===== src/rtl/altusoc_loader_pkg.sv =====
// ---------------------------------------------------------------------------
// altusoc_loader_pkg
// Shared definitions for the AltuSOC TCM boot loader:
//   - state_t     : loader/watchdog FSM states
//   - addr_width  : TCM word-address width for a given depth
//   - clamp_words : limits a requested word count to the TCM depth
// ---------------------------------------------------------------------------
package altusoc_loader_pkg;

  typedef enum logic [2:0] {
    ST_IDLE,
    ST_READ,
    ST_WRITE,
    ST_ZFILL,
    ST_RUN,
    ST_TIMEOUT
  } state_t;

  // At least one address bit, even for a one- or two-word TCM.
  function automatic int addr_width(input int depth);
    return (depth <= 2) ? 1 : $clog2(depth);
  endfunction

  function automatic logic [31:0] clamp_words(input logic [31:0] words,
                                              input logic [31:0] depth);
    return (words > depth) ? depth : words;
  endfunction

endpackage


===== src/rtl/altusoc_wdog_cnt.sv =====
// ---------------------------------------------------------------------------
// altusoc_wdog_cnt
// Saturating up-counter with synchronous clear and count enable. Raises a
// combinational expiry pulse while the count sits at LIMIT-1, counting is
// enabled and no clear is requested, so a clear always wins over expiry.
// LIMIT == 0 disables expiry.
// Ports:
//   clk, rstn : clock, asynchronous active-low reset
//   clr       : clear count to zero (highest priority)
//   en        : increment enable (saturates at all-ones)
//   cnt       : current count
//   expire    : expiry pulse
// ---------------------------------------------------------------------------
module altusoc_wdog_cnt #(
  parameter int          CNT_W = 32,
  parameter int unsigned LIMIT = 100000
) (
  input  logic             clk,
  input  logic             rstn,
  input  logic             clr,
  input  logic             en,
  output logic [CNT_W-1:0] cnt,
  output logic             expire
);

  // Wraps when LIMIT == 0; the expiry term below masks that case.
  localparam logic [CNT_W-1:0] LIMIT_M1 = CNT_W'(LIMIT - 1);
  localparam bit               LIMIT_ON = (LIMIT != 0);

  always_ff @(posedge clk or negedge rstn) begin
    if (!rstn) begin
      cnt <= '0;
    end else if (clr) begin
      cnt <= '0;
    end else if (en && (cnt != '1)) begin
      cnt <= cnt + CNT_W'(1);
    end
  end

  assign expire = LIMIT_ON && en && !clr && (cnt == LIMIT_M1);

endmodule


===== src/rtl/altusoc_tcm_loader.sv =====
// ---------------------------------------------------------------------------
// altusoc_tcm_loader
// Boot-image loader and run watchdog. On i_start it copies N words
// (N = min(i_load_words, DEPTH)) from a synchronous boot ROM into the TCM
// write port while holding the core in reset, then releases the core and
// runs a cycle watchdog that flags a hang.
//
// Build option: ALTUSOC_LOADER_ZERO_FILL_EN -- when defined, TCM words
// N..DEPTH-1 are written with zero after the copy, before release.
//
// Ports:
//   clk, rstn              : clock, asynchronous active-low reset
//   i_start, i_load_words  : load request and requested word count
//   i_kick                 : watchdog clear
//   o_src_re, o_src_addr   : ROM read enable / word address
//   i_src_rdata            : ROM data, valid one cycle after o_src_re
//   o_tcm_valid/addr/wdata : TCM write request, held until i_tcm_ready
//   i_tcm_ready            : TCM write accept
//   o_core_rstn            : registered active-low core reset
//   o_busy, o_done         : load in progress / last load completed (sticky)
//   o_timeout              : watchdog expired (sticky)
//   o_cycle_cnt            : current watchdog count
// ---------------------------------------------------------------------------
module altusoc_tcm_loader
  import altusoc_loader_pkg::*;
#(
  parameter int          DATA_W          = 32,
  parameter int          DEPTH           = 16384,
  parameter int          CNT_W           = 32,
  parameter int unsigned TIMEOUT_CYCLES  = 100000,
  parameter bit          HALT_ON_TIMEOUT = 1'b1,
  localparam int         AW              = addr_width(DEPTH)
) (
  input  logic              clk,
  input  logic              rstn,
  input  logic              i_start,
  input  logic [AW:0]       i_load_words,
  input  logic              i_kick,
  output logic              o_src_re,
  output logic [AW-1:0]     o_src_addr,
  input  logic [DATA_W-1:0] i_src_rdata,
  output logic              o_tcm_valid,
  output logic [AW-1:0]     o_tcm_addr,
  output logic [DATA_W-1:0] o_tcm_wdata,
  input  logic              i_tcm_ready,
  output logic              o_core_rstn,
  output logic              o_busy,
  output logic              o_done,
  output logic              o_timeout,
  output logic [CNT_W-1:0]  o_cycle_cnt
);

  localparam logic [AW:0] DEPTH_N = (AW+1)'(DEPTH);
  localparam logic [AW:0] ONE     = (AW+1)'(1);

  state_t            state;
  // One bit wider than the TCM address so a full-depth copy ends without wrap.
  logic [AW:0]       addr;
  logic [AW:0]       n_words;
  logic [AW:0]       addr_inc;
  logic [AW:0]       load_n;
  logic [DATA_W-1:0] data_q;
  logic              fresh;
  logic              start_acc;
  logic              hs;
  logic              wd_clr;
  logic              wd_en;
  logic              wd_expire;

  assign load_n    = (AW+1)'(clamp_words(32'(i_load_words), 32'(DEPTH)));
  assign addr_inc  = addr + ONE;
  assign hs        = o_tcm_valid && i_tcm_ready;
  assign start_acc = i_start &&
                     ((state == ST_IDLE) || (state == ST_RUN) || (state == ST_TIMEOUT));

  // Counter is held at zero outside RUN/TIMEOUT so it enters RUN at 0;
  // a restart also clears it so a zero-length reload begins counting fresh.
  assign wd_en  = (state == ST_RUN);
  assign wd_clr = ((state != ST_RUN) && (state != ST_TIMEOUT)) || start_acc ||
                  ((state == ST_RUN) && i_kick);

  altusoc_wdog_cnt #(
    .CNT_W (CNT_W),
    .LIMIT (TIMEOUT_CYCLES)
  ) u_wdog (
    .clk    (clk),
    .rstn   (rstn),
    .clr    (wd_clr),
    .en     (wd_en),
    .cnt    (o_cycle_cnt),
    .expire (wd_expire)
  );

  assign o_src_addr = addr[AW-1:0];
  assign o_tcm_addr = addr[AW-1:0];
  // ROM data arrives during the first WRITE cycle; forward it that cycle and
  // serve the captured copy for any stall cycles after it.
  assign o_tcm_wdata = fresh ? i_src_rdata : data_q;

  always_ff @(posedge clk or negedge rstn) begin
    if (!rstn) begin
      state       <= ST_IDLE;
      addr        <= '0;
      n_words     <= '0;
      data_q      <= '0;
      fresh       <= 1'b0;
      o_src_re    <= 1'b0;
      o_tcm_valid <= 1'b0;
      o_busy      <= 1'b0;
      o_done      <= 1'b0;
      o_timeout   <= 1'b0;
      o_core_rstn <= 1'b0;
    end else begin
      o_src_re <= 1'b0;
      fresh    <= 1'b0;
      case (state)
        ST_IDLE, ST_RUN, ST_TIMEOUT: begin
          if (start_acc) begin
            n_words     <= load_n;
            addr        <= '0;
            o_done      <= 1'b0;
            o_timeout   <= 1'b0;
            o_busy      <= 1'b1;
            o_core_rstn <= 1'b0;
            if (load_n == '0) begin
`ifdef ALTUSOC_LOADER_ZERO_FILL_EN
              state       <= ST_ZFILL;
              o_tcm_valid <= 1'b1;
              data_q      <= '0;
`else
              state       <= ST_RUN;
              o_busy      <= 1'b0;
              o_done      <= 1'b1;
              o_core_rstn <= 1'b1;
`endif
            end else begin
              state    <= ST_READ;
              o_src_re <= 1'b1;
            end
          end else if (wd_expire) begin
            state       <= ST_TIMEOUT;
            o_timeout   <= 1'b1;
            o_core_rstn <= !HALT_ON_TIMEOUT;
          end
        end

        ST_READ: begin
          state       <= ST_WRITE;
          o_tcm_valid <= 1'b1;
          fresh       <= 1'b1;
        end

        ST_WRITE: begin
          if (fresh) begin
            data_q <= i_src_rdata;
          end
          if (hs) begin
            o_tcm_valid <= 1'b0;
            addr        <= addr_inc;
            if (addr_inc == n_words) begin
`ifdef ALTUSOC_LOADER_ZERO_FILL_EN
              if (addr_inc == DEPTH_N) begin
                state       <= ST_RUN;
                o_busy      <= 1'b0;
                o_done      <= 1'b1;
                o_core_rstn <= 1'b1;
              end else begin
                state       <= ST_ZFILL;
                o_tcm_valid <= 1'b1;
                data_q      <= '0;
              end
`else
              state       <= ST_RUN;
              o_busy      <= 1'b0;
              o_done      <= 1'b1;
              o_core_rstn <= 1'b1;
`endif
            end else begin
              state    <= ST_READ;
              o_src_re <= 1'b1;
            end
          end
        end

`ifdef ALTUSOC_LOADER_ZERO_FILL_EN
        ST_ZFILL: begin
          if (hs) begin
            addr <= addr_inc;
            if (addr_inc == DEPTH_N) begin
              state       <= ST_RUN;
              o_tcm_valid <= 1'b0;
              o_busy      <= 1'b0;
              o_done      <= 1'b1;
              o_core_rstn <= 1'b1;
            end
          end
        end
`endif

        default: begin
          state       <= ST_IDLE;
          o_tcm_valid <= 1'b0;
          o_busy      <= 1'b0;
          o_core_rstn <= 1'b0;
        end
      endcase
    end
  end

endmodule


===== config.mk =====
export PLATFORM = sky130hd
export DESIGN_NAME = altusoc_tcm_loader
export DESIGN_NICKNAME = d
export VERILOG_FILES = /design/src/rtl/altusoc_loader_pkg.sv /design/src/rtl/altusoc_wdog_cnt.sv /design/src/rtl/altusoc_tcm_loader.sv
export SDC_FILE = /design/constraint.sdc
export NUM_CORES = 1
export LEC_CHECK = 0
export ABC_AREA = 1
export CORE_MARGIN = 3
export CORE_UTILIZATION = 45
export DETAILED_ROUTE_END_ITERATION = 7
export PLACE_DENSITY = 0.77
export SLEW_MARGIN = 20
export SYNTH_ARGS = -nofsm -noshare
export SYNTH_HDL_FRONTEND = slang
export SYNTH_SLANG_ARGS = --single-unit

===== constraint.sdc =====
create_clock -name clk -period 1.68 [get_ports clk]
set_input_delay 0.336 -clock clk [delete_from_list [all_inputs] [get_ports clk]]
set_output_delay 0.336 -clock clk [all_outputs]
set_load 0.03 [all_outputs]

==> impl_metrics.env, run 1 <==
export IMPL_status="finished, violations left"
export IMPL_violations="negative setup slack"
export IMPL_slew_headroom_pct=59.5
export IMPL_seq_area_frac_synth_pct=43.1
export IMPL_path_class="flop to flop"
export IMPL_fin_nets=1250
export IMPL_grt_use_total_pct=32.3
export IMPL_drt_pass1_iter_count=8
export IMPL_setup_slack_ns=-0.669
export IMPL_fp_dieH_um=122
export IMPL_crit_path_end_kind="flop"
export IMPL_io_buffers=149
export IMPL_drive_gt1_share_pct=42.5
export IMPL_cts_root_buf="clkbuf_16"
export IMPL_wl_per_cell_um=24.6
export IMPL_io_pins=150
export IMPL_vias=8472
export IMPL_setup_viol=99
export IMPL_tightest_slew_ns=0.601
export IMPL_clk_path_buf_depth=2
export IMPL_synth_cell_types=31
export IMPL_grt_pass1_wl_um=37500
export IMPL_ys_seq_elements=104
export IMPL_avgSynthCellArea_um2=7.18
export IMPL_ys_top_cells_by_area="dfrtp_1 (43%), nand2_1 (14%), o21ai_0 (7.7%), inv_1 (6.9%), nand3_1 (4.9%)"
export IMPL_overflow=0
export IMPL_start_util_pct=46.9
export IMPL_dominantRegCellSynth="dfrtp_1"
export IMPL_fp_dieW_um=122
export IMPL_yosysTopAreaCell="dfrtp_1"
export IMPL_power_density_nw_per_um2=1370
export IMPL_drtIter0Drc=1107
export IMPL_start_kind="flop"
export IMPL_synth_top_area_share_pct=43.1
export IMPL_worstPathArrival_ns=2.67
export IMPL_ys_warn_count=0
export IMPL_drcViolationCount=0
export IMPL_synth_cells=841
export IMPL_place_congestion=0.927
export IMPL_fin_skew_ns=0.0145
export IMPL_hold_viol=0
export IMPL_vdd_drop_max_uv=731
export IMPL_cts_tree="built"
export IMPL_diodes=0
export IMPL_cap_violations=0
export IMPL_place_worst_setup_slack_ns=-0.359
export IMPL_n_fill_cell=584
export IMPL_p_leak_nw=5.42
export IMPL_viasPerCell=6.17
export IMPL_ant_nets=0
export IMPL_final_max_slew_viol_count=0
export IMPL_clk_latency_ns=0.39
export IMPL_antenna_found_initial=3
export IMPL_min_path_type="primary input to async pin"
export IMPL_core_area_um2=12900
export IMPL_rows=41
export IMPL_grt_pass1_vias=7577
export IMPL_synthToLayoutAreaGrowth_pct=85.4
export IMPL_synth_edf_count=0
export IMPL_grt_max_degree=70
export IMPL_dieArea_um2=14800
export IMPL_holdWs_ns=0.352
export IMPL_maxClockFrequency_mhz=426
export IMPL_syn_area_um2=6040
export IMPL_min_period_ns=2.35
export IMPL_place_hpwl_um=13200
export IMPL_rsz0062_at_grt="yes"
export IMPL_numCtsBuffers=9
export IMPL_post_layout_nonfiller_instances=1373
export IMPL_crit_fanout=5
export IMPL_async_flop_share_pct=100
export IMPL_syn_num_nets=895
export IMPL_clkSinkCount=104
export IMPL_htree_levels=3
export IMPL_worstPathRequired_ns=2.00
export IMPL_post_place_cells=1272
export IMPL_drt_total_wl_um=33700
export IMPL_clkTransAtPathRegs_ns=0.09
export IMPL_min_period_over_period_pct=140
[Yosys cell counts, types with 3 or more instances]
library cell  number
clkbuf_1          18
nand2_1          230
xnor2_1            3
buf_2              3
and3_1             3
nor4_1             6
nor2_1            61
a21oi_1           15
nand4_1           24
nand3_1           59
nor2_4             3
inv_1            111
buf_4             28
xor2_1             8
o22ai_1           21
nand2_2            4
o21a_1             3
o21ai_0           93
nor3_1            20
dfrtp_1          104
o31ai_1            7
[cell usage in the layout (no fill, tap or decap), types with 11 or more instances in the layout]
cell type,Yosys,layout
buf_4,28,197
buf_6,1,65
clkbuf_16,0,11
clkdlybuf4s15_1,0,14
clkdlybuf4s50_1,0,50
dfrtp_1,104,93
dfrtp_2,0,11
dlygate4sd2_1,0,43
inv_1,111,105
nand2_1,230,171
nand2_2,4,21
nand2_4,0,37
nand3_1,59,47
nand4_1,24,24
nor2_1,61,38
nor2_2,2,14
nor2_4,3,15
nor3_2,2,12
o21ai_0,93,41
o21ai_1,0,12
o21ai_4,0,32
o22ai_1,21,21
[routing by layer]
metal | wire [um] | global-route usage [%] | share of wire (%) | vias up
met5 | 38 | 0 | 0.11 | -
met4 | 3670 | 20.8 | 11 | 6
met3 | 4020 | 6.17 | 12 | 359
met2 | 15600 | 56.7 | 46 | 758
met1 | 10400 | 35.8 | 31 | 3918
li1 | - | - | - | 3431
[cell type report]
type | instances | area [um2] | share of cell area [%]
Timing Repair Buffer | 391 | 3590 | 32.1
Sequential cell | 104 | 2620 | 23.4
Multi-Input combinational cell | 574 | 4000 | 35.7
Clock inverter | 7 | 83.8 | 0.749
Tap cell | 172 | 215 | 1.92
Clock buffer | 9 | 225 | 2.01
Timing Repair inverter | 1 | 8.76 | 0.0782
Inverter | 115 | 454 | 4.06
[power breakdown]
group,switching [mW],total [mW],internal [mW],leakage [nW]
clock network,1.17,2.36,1.19,0.154
registers,0.418,3.53,3.11,1.37
logic,5.64,9.49,3.85,3.89
[critical path: stages, from the launching register on]
cell     delay (ns)
dfrtp_2        0.48
ha_4           0.22
nand2_4        0.12
buf_4          0.13
nand2_1        0.06
nand2_1        0.09
nand2_1        0.09
nor2_2         0.17
nand3_1        0.13
nor2_1         0.16
nand3_1        0.09
nor2_1         0.14
nand3_1        0.14
nand2_1        0.11
nand2_1        0.07
nand2_1        0.07
[registers in the layout, indices dropped and copies added, names as in the netlist, 3 cells and up]
signal / count
state: 3
addr: 15
n_words: 15
u_wdog.cnt: 32
data_q: 32
[final timing paths]
kind / from / endpoint / slack, ns / depth (start not counted)
max: addr[0]$_DFFE_PN0P_ / state[2]$_DFFE_PN0P_ / -0.67 / 15
min: rstn / data_q[12]$_DFFE_PN0P_ / 0.35 / 2
max reg2reg: addr[0]$_DFFE_PN0P_ / state[2]$_DFFE_PN0P_ / -0.67 / 15
min reg2reg: o_done$_DFFE_PN0P_ / o_done$_DFFE_PN0P_ / 0.50 / 2
max in group asynchronous: rstn / u_wdog.cnt[0]$_DFFE_PN0P_ / 0.71 / 3
min in group clk: o_done$_DFFE_PN0P_ / o_done$_DFFE_PN0P_ / 0.50 / 2
[stage by stage]
stage	area (um2)	util, %	power [mW]	setup TNS, ns
after global routing	11200	86.9	15.7	-19.27
after CTS	10300	80.3	12.9	-9.25
after detailed placement	8680	67.4	8.45	-7.91
after floorplan	6100	-	6.47	-1.44
final	11200	86.9	15.4	-15.36
after global placement	8680	67.4	8.34	-5.97
[logic make-up (layout without fill, tap and decap cells)]
group | count (synthesis) | count (layout) | synth area share [%]
compound gates | 140 | 140 | 12.5
xor+xnor | 11 | 11 | 1.60
flops | 104 | 104 | 43.1
simple gates | 419 | 421 | 30.2
fa+ha+maj | 2 | 2 | 0.414
buf+inv | 165 | 523 | 12.2
[repair_timing]
action,4_1_cts,5_1_grt
resized for setup,298,178
hold buffers,1,0
setup endpoints to repair,136,109
gates cloned,10,2
pin swaps,21,70
endpoints found under the hold margin,9,0
setup buffers,48,28
Power figures use the tool's default switching activity.
==> run 2, diff against run 1 <==
- MAX_ROUTING_LAYER: unset -> met4
- REMOVE_ABC_BUFFERS: unset -> 1
- TNS_END_PERCENT: unset -> 30
==> impl_metrics.env, run 2 (same netlist as run 1, synthesis figures left out) <==
export IMPL_regArea_um2=2610
export IMPL_grt_pass1_vias=6506
export IMPL_top_usage_layer="met2"
export IMPL_numCtsBuffers=9
export IMPL_clk_latency_ns=0.36
export IMPL_p_leak_nw=4.66
export IMPL_place_worst_setup_slack_ns=-0.351
export IMPL_setup_viol=69
export IMPL_vdd_drop_max_uv=736
export IMPL_use_met1_pct=32.0
export IMPL_drt_pass1_iter_count=5
export IMPL_violations="negative setup slack"
export IMPL_place_area_um2=8590
export IMPL_final_max_slew_viol_count=0
export IMPL_grt_use_total_pct=26.2
export IMPL_final_common_cell="nand2_1"
export IMPL_synthToLayoutAreaGrowth_pct=62.9
export IMPL_crit_path_end_kind="flop"
export IMPL_fp_dieH_um=122
export IMPL_rsz0062_at_grt="yes"
export IMPL_drt_total_wl_um=20600
export IMPL_power_density_nw_per_um2=1200
export IMPL_viasPerCell=5.34
export IMPL_cap_violations=0
export IMPL_grt_pass1_wl_um=30300
export IMPL_cts_tree="built"
export IMPL_worstPathArrival_ns=2.32
export IMPL_wl_per_cell_um=15.8
export IMPL_crit_fanout=7
export IMPL_htree_levels=3
export IMPL_pwr_share_clk_pct=18.8
export IMPL_clkSinkCount=104
export IMPL_post_route_cell_area_um2=9830
export IMPL_overflow=0
export IMPL_p_sw_mw=5.07
export IMPL_min_period_ns=2.06
export IMPL_min_path_type="primary input to async pin"
export IMPL_cts_root_buf="clkbuf_16"
export IMPL_dieArea_um2=14800
export IMPL_place_hpwl_um=13300
export IMPL_drcViolationCount=0
export IMPL_core_area_um2=12900
export IMPL_pwr_share_comb_pct=52.4
export IMPL_worstPathRequired_ns=1.93
export IMPL_drive_gt1_share_pct=32.9
export IMPL_reg_top3="data_q: 32 flops, u_wdog.cnt: 32 flops"
export IMPL_maxClockFrequency_mhz=484
export IMPL_min_period_over_period_pct=123
export IMPL_diodes=0
export IMPL_grt_max_degree=70
export IMPL_fin_skew_ns=0.00698
export IMPL_hold_viol=0
export IMPL_n_fill_cell=903
export IMPL_ant_nets=0
export IMPL_io_buffers=149
export IMPL_internal_power_mw=6.73
export IMPL_path_class="flop to flop"
export IMPL_tightest_slew_ns=0.399
export IMPL_antenna_found_initial=0
export IMPL_rows=41
export IMPL_clk_path_buf_depth=2
export IMPL_setup_slack_ns=-0.384
export IMPL_drtIter0Drc=597
export IMPL_io_pins=150
export IMPL_reg2reg_depth=14
export IMPL_status="finished, violations left"
export IMPL_vias=6960
export IMPL_power_frac_seq_pct=28.8
export IMPL_place_congestion=0.909
export IMPL_grt_use_met2_pct=43.8
export IMPL_start_util_pct=46.9
export IMPL_multi_input_area_um2=3330
export IMPL_start_kind="flop"
export IMPL_fp_dieW_um=122
export IMPL_netSwitchingFraction_pct=43.0
export IMPL_clkTransAtPathRegs_ns=0.07
export IMPL_grt_util_met3_pct=5.90
export IMPL_slew_headroom_pct=73.2
export IMPL_layout_common_cells="nand2_1 (207), buf_4 (165), inv_1 (110), dfrtp_1 (98)"
export IMPL_fin_nets=1181
run 2: changes by cell type in the layout (fill, tap and decap cells not counted), moves of 6 or more:
cell	delta
nand2_4	-31
nand2_1	+36
dlygate4sd2_1	-6
o21ai_2	+23
nor3_1	+7
buf_4	-32
o21ai_0	+6
o21ai_4	-30
buf_6	-31
run 2: stage by stage:
stage	hold slack, ns	instances	TNS, ns	power [mW]	util, %
after floorplan	0.0404	791	-101.91	6.28	-
after global placement	0.292	1263	-7.50	8.40	66.7
after detailed placement	0.290	1263	-11.48	8.53	66.7
after CTS	0.440	1298	-7.93	11.2	72.4
after global routing	0.474	1304	-18.68	12.5	76.4
final	0.440	1304	-12.58	11.8	76.4
run 2: path summary, 6_finish.rpt:
check / start / to / slack (ns)
min in group clk: o_done$_DFFE_PN0P_ / o_done$_DFFE_PN0P_ / 0.47
max in group asynchronous: rstn / addr[7]$_DFFE_PN0P_ / 0.68
min: rstn / u_wdog.cnt[28]$_DFFE_PN0P_ / 0.44
max: addr[0]$_DFFE_PN0P_ / o_busy$_DFFE_PN0P_ / -0.38
max reg2reg: addr[0]$_DFFE_PN0P_ / o_busy$_DFFE_PN0P_ / -0.38
min reg2reg: o_done$_DFFE_PN0P_ / o_done$_DFFE_PN0P_ / 0.47
run 2: worst max-delay path: stages (launching register included):
cell     delay, ns
dfrtp_1       0.39
ha_4          0.18
nand2_4       0.06
nor2_4        0.19
nand4_1       0.19
nand2_2       0.14
nand2_1       0.08
nand2_1       0.09
nand2_1       0.06
nor2_1        0.11
nand3_1       0.15
nand2_4       0.13
nand2_1       0.07
nand2_1       0.07
nand2_1       0.06
run 2: layer usage:
layer  vias to the layer above  share of wire [%]
li1                       3303                  -
met1                      3315                 39
met2                       289                 51
met3                        53                6.7
met4                         0                2.7
met5                         -                  0
run 2: area by class of cell:
class | instances | share of cell area (%)
Multi-Input combinational cell | 573 | 33.9
Timing Repair Buffer | 323 | 29.5
Sequential cell | 104 | 26.5
Inverter | 115 | 4.59
Clock buffer | 9 | 2.29
Tap cell | 172 | 2.19
Clock inverter | 7 | 0.903
Timing Repair inverter | 1 | 0.0891
run 2: power by group through the flow:
stage	logic, mW	registers (mW)	clock network [mW]
final	6.19	3.39	2.22
after global placement	5.00	3.40	0
after floorplan	2.71	3.56	0
after global routing	6.67	3.46	2.38
after CTS	5.57	3.38	2.28
after detailed placement	5.10	3.42	0
run 2: repair_timing:
action	4_1_cts	5_1_grt
gates cloned	1	4
resized for setup	212	128
buffers inserted	18	8
endpoints found under the setup margin	136	102
pin swaps	23	30
hold buffers	1	0
endpoints found under the hold margin	25	0
==> run 3, diff against run 2 <==
- CTS_BUF_LIST: unset -> sky130_fd_sc_hd__clkbuf_16
==> results of run 3 <==
Final layout, timing and power as in run 2 (identical DEF).
